$ cat src/rtl/mux_scan_serializer.sv
// Parallel-to-serial front end for an 8:1 select mux: holds an accepted word on the
// mux data inputs, steps the select code 0..7 and streams each settled mux output bit.
module mux_scan_serializer #(
   parameter int unsigned SETTLE = 1
) (
   input  logic       clk,
   input  logic       rst,
   input  logic       in_valid,
   output logic       in_ready,
   input  logic [7:0] in_data,
   output logic [7:0] mux_d,
   output logic       s0,
   output logic       s1,
   output logic       s2,
   input  logic       mux_out,
   output logic       ser_valid,
   input  logic       ser_ready,
   output logic       ser_bit,
   output logic       ser_last,
   output logic       busy
);

   typedef enum logic [1:0] {
      ST_IDLE,
      ST_SETTLE,
      ST_PRESENT
   } state_t;

   // Counter reload value: a zero count means "sample on the next edge".
   localparam logic [3:0] SETTLE_INIT = 4'(SETTLE - 1);

   state_t     state_q, state_d;
   logic [2:0] sel_q, sel_d;
   logic [3:0] cnt_q, cnt_d;
   logic [7:0] mux_d_q, mux_d_d;
   logic       ser_bit_q, ser_bit_d;
   logic       ser_last_q, ser_last_d;

   always_ff @(posedge clk) begin
      if (rst) begin
         state_q    <= ST_IDLE;
         sel_q      <= 3'd0;
         cnt_q      <= 4'd0;
         mux_d_q    <= 8'd0;
         ser_bit_q  <= 1'b0;
         ser_last_q <= 1'b0;
      end else begin
         state_q    <= state_d;
         sel_q      <= sel_d;
         cnt_q      <= cnt_d;
         mux_d_q    <= mux_d_d;
         ser_bit_q  <= ser_bit_d;
         ser_last_q <= ser_last_d;
      end
   end

   always_comb begin
      state_d    = state_q;
      sel_d      = sel_q;
      cnt_d      = cnt_q;
      mux_d_d    = mux_d_q;
      ser_bit_d  = ser_bit_q;
      ser_last_d = ser_last_q;
      case (state_q)
         ST_IDLE: begin
            if (in_valid && in_ready) begin
               mux_d_d = in_data;
               sel_d   = 3'd0;
               cnt_d   = SETTLE_INIT;
               state_d = ST_SETTLE;
            end
         end
         ST_SETTLE: begin
            if (cnt_q != 4'd0) begin
               cnt_d = cnt_q - 4'd1;
            end else begin
               ser_bit_d  = mux_out;
               ser_last_d = (sel_q == 3'd7);
               state_d    = ST_PRESENT;
            end
         end
         ST_PRESENT: begin
            // Code 7 never wraps here; the next word restarts at 0 via IDLE.
            if (ser_ready) begin
               if (sel_q == 3'd7) begin
                  state_d = ST_IDLE;
               end else begin
                  sel_d   = sel_q + 3'd1;
                  cnt_d   = SETTLE_INIT;
                  state_d = ST_SETTLE;
               end
            end
         end
         default: state_d = ST_IDLE;
      endcase
   end

   assign in_ready  = (state_q == ST_IDLE) && !rst;
   assign ser_valid = (state_q == ST_PRESENT);
   assign busy      = (state_q != ST_IDLE);
   assign mux_d     = mux_d_q;
   assign s0        = sel_q[0];
   assign s1        = sel_q[1];
   assign s2        = sel_q[2];
   assign ser_bit   = ser_bit_q;
   assign ser_last  = ser_last_q;

endmodule

$ cat config.mk
export PLATFORM = sky130hd
export DESIGN_NAME = mux_scan_serializer
export DESIGN_NICKNAME = d
export VERILOG_FILES = /design/src/rtl/mux_scan_serializer.sv
export SDC_FILE = /design/constraint.sdc
export NUM_CORES = 1
export LEC_CHECK = 0
export ABC_AREA = 0
export CELL_PAD_IN_SITES_DETAIL_PLACEMENT = 0
export CELL_PAD_IN_SITES_GLOBAL_PLACEMENT = 1
export CORE_MARGIN = 4
export CORE_UTILIZATION = 33
export CTS_BUF_LIST = sky130_fd_sc_hd__clkbuf_2 sky130_fd_sc_hd__clkbuf_4 sky130_fd_sc_hd__clkbuf_8
export DETAILED_ROUTE_END_ITERATION = 7
export PLACE_DENSITY = 0.8
export SYNTH_ARGS = -nofsm -noshare
export SYNTH_HDL_FRONTEND = slang
export SYNTH_SLANG_ARGS = --single-unit
$ cat constraint.sdc
create_clock -name clk -period 2.75 [get_ports clk]
set_clock_uncertainty 0.15 [all_clocks]
set_input_delay 0.275 -clock clk [delete_from_list [all_inputs] [get_ports clk]]
set_output_delay 0.275 -clock clk [all_outputs]
set_load 0.05 [all_outputs]
==> out/summary.txt, run 1 <==
vias in the first global route: 719
synth top area cells: dfxtp_1 (44%), nand2b_1 (7.3%), ha_1 (5.8%)
Clk Tree Root Cell: clkbuf_4
Max-cap violations: 0
drt via density: 4.68
total core area: 0.00248 mm2
fin nets: 144
HP Class: reg2reg
sw frac: 29.7%
hpwl dp: 1330 um
CTS tree: built
Pint: 0.415 mW
CTS sink count: 19
hold buffer count at cts: 0
Final setup viols: 0
Synth Cell Area: 856 um2
CP max-delay cell: clkdlybuf4s50_1
Fmax achieved: 0.426 GHz
Yosys reg bits: 19
Final Hold Viols: 0
net count after synthesis: 113
Net Sw Power: 0.175 mW
Synth area leader: dfxtp_1
outcome: finished, final reports clean
clk buf depth: 2
Avg Synthesized Cell Area: 8.91 um2
Worst Tran Pin Value: 0.513 ns
Critical Path Source Type: flop
share of total power in combinational logic: 24.9%
area grow syn2layout: 40.2%
Worst VDD drop: 0.311 mV
asr flop ratio synth: 0%
Slew HR: 65.7%
Clk pwr share: 24.5%
min cycle time layout: 2.35 ns
setup_tns: 0 ns
RSZ-0062 raised after global routing: false
slowest stage delay, CP: 0.86 ns
pin count of the biggest net entering global routing: 21
first-pass GRT wire length: 2930 um
most numerous cell in the Yosys netlist: dfxtp_1
Post-DRT Antenna Nets: 0
height of the die: 58.9 um
Setup Buffers After CTS: 0
GRT Total Usage: 10.9%
share of layout cells above drive strength 1: 9.52%
H-tree depth: 1
post-CTS sizing: 0
Worst setup EP type: output pin
n_diodes: 0
Pre-Repair DR Iteration Count: 4
Top FF cell, synth: dfxtp_1
Initial Utilization: 34.5%
Max FO, Critical Path: 6
Die ar.: 0.00347 mm2
initial antenna violation count: 0
Post-synth top cells: dfxtp_1 (19), nand2_1 (12), nor2_1 (11)
I/O pin total: 29
Worst Path Required: 2.33 ns
sequential-to-total area share from yosys stat: 44.4%
Site Rows: 18
Routed WL: 1760 um
Remaining Overflow, GRT: 0
CP arrival: 1.92 ns
Slew Viols, Final: 0
WL/cell: 11.3 um
clock latency on the worst-skew pair: 0.29 ns
worst path cell trace: nor2b_1 -> clkdlybuf4s50_1
Clk pin slew, worst setup/hold paths: 0.11 ns
synth warn: 0
worst hold slack: 0.322 ns
drt drc: 0
power share of the sequential group: 50.6%
Cells after Synth: 96
Die W: 58.9 um
final core occ: 48.4%
IO Port Bufs: 28
CTS Buf Count: 3
top cell type's share of synthesized area: 44.4%
number of synthesized flops with an enable pin: 0
Synth cell types: 24
vias post-DR: 730
GPL Wtd Cong: 0.708
DR iter-0 viols: 14
Power Density: 491 mW/mm2
static leakage: 0.460 nW
reg2reg setup slack: 0.74 ns
final worst path period share: 85.4%
critical path class: reg2out
## worst max-delay path, delay by kind of cell (launching register included)
kind,cells,cell delay [ns]
buf+inv,1,0.86
flops,1,0.46
simple gates,1,0.31
## power by group through the flow
stage               combinational [mW]  sequential, mW  clock [mW]
finish                           0.147           0.299       0.144
global route                     0.157           0.301       0.168
CTS                              0.149           0.299       0.154
detailed placement               0.148           0.305           0
global placement                 0.148           0.304           0
floorplan                       0.0544           0.342           0
## logic make-up (layout without fill, tap and decap cells)
group,count (synthesis),after routing,share of synthesized area [%]
buffers and inverters,6,36,2.78
adders and majority gates,4,4,5.85
muxes,5,5,5.85
AOI/OAI and AO/OA,18,18,12.0
DFF,19,19,44.4
and+or+nand+nor,44,44,29.1
## final timing paths
kind / start / endpoint / cells past startpoint
worst max-delay path: state_q[1]$_SDFFE_PP0P_ / ser_valid / 2
worst min-delay path: mux_d[1]$_SDFFE_PP0P_ / mux_d[1]$_SDFFE_PP0P_ / 2
worst max register to register: sel_q[0]$_SDFFE_PP0P_ / cnt_q[3]$_SDFFE_PP0P_ / 6
worst min register to register: mux_d[1]$_SDFFE_PP0P_ / mux_d[1]$_SDFFE_PP0P_ / 2
## metal layers
metal  wire, um  GRT usage (%)  vias up  share of wire, %
met5          0              0        -                 0
met1        806           12.6      327                46
li1           -              -      387                 -
met2        828           18.6       16                47
met4          0           3.88        0                 0
met3        125           3.73        0               7.1
## sequential cells by signal, indices dropped and copies added (netlist names)
signal / cells
cnt_q: 4
mux_d: 8
sel_q: 3
ser_bit: 1
ser_last: 1
state_q: 2
## layout make-up
| cell class | instances | area [um2] |
|---|---|---|
| Sequential cell | 19 | 380 |
| Clock buffer | 4 | 30.0 |
| Fill cell | 254 | 1280 |
| Tap cell | 30 | 37.5 |
| Multi-Input combinational cell | 71 | 452 |
| Timing Repair Buffer | 30 | 293 |
| Inverter | 2 | 7.51 |
## through the flow
step	area [um2]	std cells	setup slack, ns	power, mW
3_3_place_gp	1170	152	0.781	0.452
4_1_cts	1200	156	0.377	0.601
5_1_grt	1200	156	0.289	0.626
2_1_floorplan	856	96	0.580	0.397
6_report	1200	156	0.400	0.590
3_5_place_dp	1170	152	0.732	0.453
## cells in the final DEF (no fill, tap or decap), types with 2 or more instances in the layout
cell             count
a21oi_1              6
buf_4                3
clkbuf_4             4
clkdlybuf4s50_1     27
dfxtp_1             19
ha_1                 4
inv_1                2
mux2i_1              5
nand2_1             12
nand2b_1            10
nand3_1              2
nor2_1              11
o211ai_1             2
o21ai_0              8
Note: power is estimated with default switching activity, not from simulation.
==> run 2: changes to the inputs <==
- SETUP_SLACK_MARGIN: default -> 0.02
==> results of run 2 <==
Final layout, timing and power as in run 1 (identical DEF).
==> run 3: changes to the inputs <==
- CORE_MARGIN: 4 -> 5
- SLEW_MARGIN: default -> 40
==> run 3 against run 2 <==
Against the previous run:
- via count up 1.6%
- hold slack better by 0.0091 ns
- utilization unchanged
- critical path type unchanged
- largest power group unchanged
==> out/summary.txt, run 3 (synthesis results as in run 1) <==
vias in the first global route: 759 (+5.6%)
clock latency on the worst-skew pair: 0.30 ns (about the same)
Die W: 60.9 um (+3.4%)
Initial Utilization: 34.5% (unchanged)
total core area: 0.00248 mm2 (unchanged)
Post-DRT Antenna Nets: 0 (unchanged)
vias post-DR: 742 (+1.6%)
Die ar.: 0.00371 mm2 (+6.9%)
n_diodes: 0 (unchanged)
Site Rows: 18 (unchanged)
clk buf depth: 2 (unchanged)
Routed WL: 1870 um (+6.3%)
height of the die: 60.9 um (+3.4%)
GPL Wtd Cong: 0.696 (-1.6%)
fin nets: 144 (unchanged)
CP max-delay cell: clkdlybuf4s50_1
outcome: finished, final reports clean
min cycle time layout: 2.38 ns (+0.0337 ns)
worst hold slack: 0.331 ns (+0.00915 ns)
GRT Total Usage: 11.4% (+0.44 points)
Power Density: 494 mW/mm2 (+0.60%)
most common cell after layout, fill and taps aside: clkdlybuf4s50_1
hold path cells: 2 (unchanged)
worst path cell trace: nor2b_1 -> clkdlybuf4s50_1
RSZ-0062 raised after global routing: false
critical path depth: 2 (unchanged)
I/O pin total: 29 (unchanged)
Slew Viols, Final: 0 (unchanged)
Register Area: 380 um2 (unchanged)
drt via density: 4.76 (+1.6%)
r2r worst-path depth: 6 (unchanged)
initial antenna violation count: 0 (unchanged)
hold buffer count at cts: 0 (unchanged)
CP arrival: 1.96 ns (+0.04 ns)
met2 wire length: 894 um (+8.0%)
WL/cell: 12.0 um (+6.2%)
Slew HR: 64.8% (-0.96 points)
Pre-Repair DR Iteration Count: 2 (-2)
setup_tns: 0 ns (unchanged)
CP top delay family: buffers and inverters
DP Area: 0.00117 mm2 (unchanged)
Clk pwr share: 24.7% (+0.2 points)
Worst Tran Pin Value: 0.527 ns (+0.0144 ns)
DR iter-0 viols: 4 (-10)
pin count of the biggest net entering global routing: 21 (unchanged)
Worst setup EP type: output pin
IO Port Bufs: 28 (unchanged)
Worst Path Required: 2.33 ns (about the same)
fill cell count: 241 (-5.1%)
slowest stage delay, CP: 0.89 ns (+0.03 ns)
hpwl dp: 1450 um (+8.6%)
Net Sw Power: 0.178 mW (+1.9%)
first-pass GRT wire length: 3100 um (+5.7%)
critical path class: reg2out
Final Hold Viols: 0 (unchanged)
final worst path period share: 86.7% (+1.2 points)
met3 WL: 172 um (+38%)
CTS tree: built
Pint: 0.415 mW (about the same)
H-tree depth: 1 (unchanged)
drt drc: 0 (unchanged)
power share of the sequential group: 50.4% (-0.2 points)
Multi-input gate area: 452 um2 (unchanged)
Setup Buffers After CTS: 0 (unchanged)
Critical Path Source Type: flop
Final setup viols: 0 (unchanged)
sw frac: 30.1% (+0.38 points)
area grow syn2layout: 40.2% (unchanged)
share of layout cells above drive strength 1: 9.52% (unchanged)
Remaining Overflow, GRT: 0 (unchanged)
Fmax achieved: 0.420 GHz (-1.4%)
Clk Tree Root Cell: clkbuf_4
top layer in use: met4
HP Class: reg2reg
Max-cap violations: 0 (unchanged)
static leakage: 0.460 nW (unchanged)
Max FO, Critical Path: 6 (unchanged)
CTS Buf Count: 3 (unchanged)
share of total power in combinational logic: 24.9% (about the same)
Metal-1 WL: 790 um (-2.0%)
Largest register FFs: 8 (unchanged)
WP buf/inv: 1 (unchanged)
final instance area: 0.00120 mm2 (unchanged)
Clk pin slew, worst setup/hold paths: 0.10 ns (about the same)
Worst VDD drop: 0.378 mV (+22%)
CTS sink count: 19 (unchanged)
post-CTS sizing: 0 (unchanged)
most frequent cells in the layout: clkdlybuf4s50_1 (27), dfxtp_1 (19), nand2_1 (12)
final core occ: 48.4% (unchanged)
==> run 3: cell counts in the layout (fill, tap and decap cells not counted) <==
No cell type changed its count.
==> run 3: layout make-up <==
| type | count | share of cell area (%) |
|---|---|---|
| multi-input cells | 71 | 37.6 |
| flip-flops and latches | 19 | 31.7 |
| inverters | 2 | 0.626 |
| repair buffers | 30 | 24.4 |
| clock buffers | 4 | 2.50 |
| well taps | 30 | 3.13 |
==> run 3: power groups by stage <==
stage / logic (mW) / clock network, mW / registers, mW
global placement: 0.148 / 0 / 0.304
finish: 0.148 / 0.147 / 0.299
CTS: 0.149 / 0.155 / 0.299
floorplan: 0.0544 / 0 / 0.342
global route: 0.157 / 0.166 / 0.301
detailed placement: 0.148 / 0 / 0.305
==> run 3: metal layers <==
metal,track usage [%],vias up
met4,4.64,0
li1,-,389
met3,4.26,2
met1,12.2,330
met5,0,-
met2,20.0,21
==> run 3: worst reg2reg max path, cell delays in order, from the launching register on <==
cell and delay (ns):
dfxtp_1 0.35, ha_1 0.21, ha_1 0.18, and4bb_4 0.37
a211oi_2 0.08, or4_1 0.48, a21oi_1 0.14
==> run 3: worst paths after layout <==
check	start	end	slack, ns
worst min register to register	mux_d[5]$_SDFFE_PP0P_	mux_d[5]$_SDFFE_PP0P_	0.33
worst max register to register	sel_q[0]$_SDFFE_PP0P_	cnt_q[3]$_SDFFE_PP0P_	0.73
worst max-delay path	state_q[1]$_SDFFE_PP0P_	ser_valid	0.37
worst min-delay path	mux_d[5]$_SDFFE_PP0P_	mux_d[5]$_SDFFE_PP0P_	0.33
==> run 3: through the flow <==
| step | std cells | power, mW | worst slack, ns |
|---|---|---|---|
| detailed placement | 152 | 0.454 | 0.731 |
| floorplan | 96 | 0.397 | 0.580 |
| global route | 156 | 0.624 | 0.289 |
| finish | 156 | 0.593 | 0.367 |
| global placement | 152 | 0.452 | 0.777 |
| CTS | 156 | 0.603 | 0.385 |
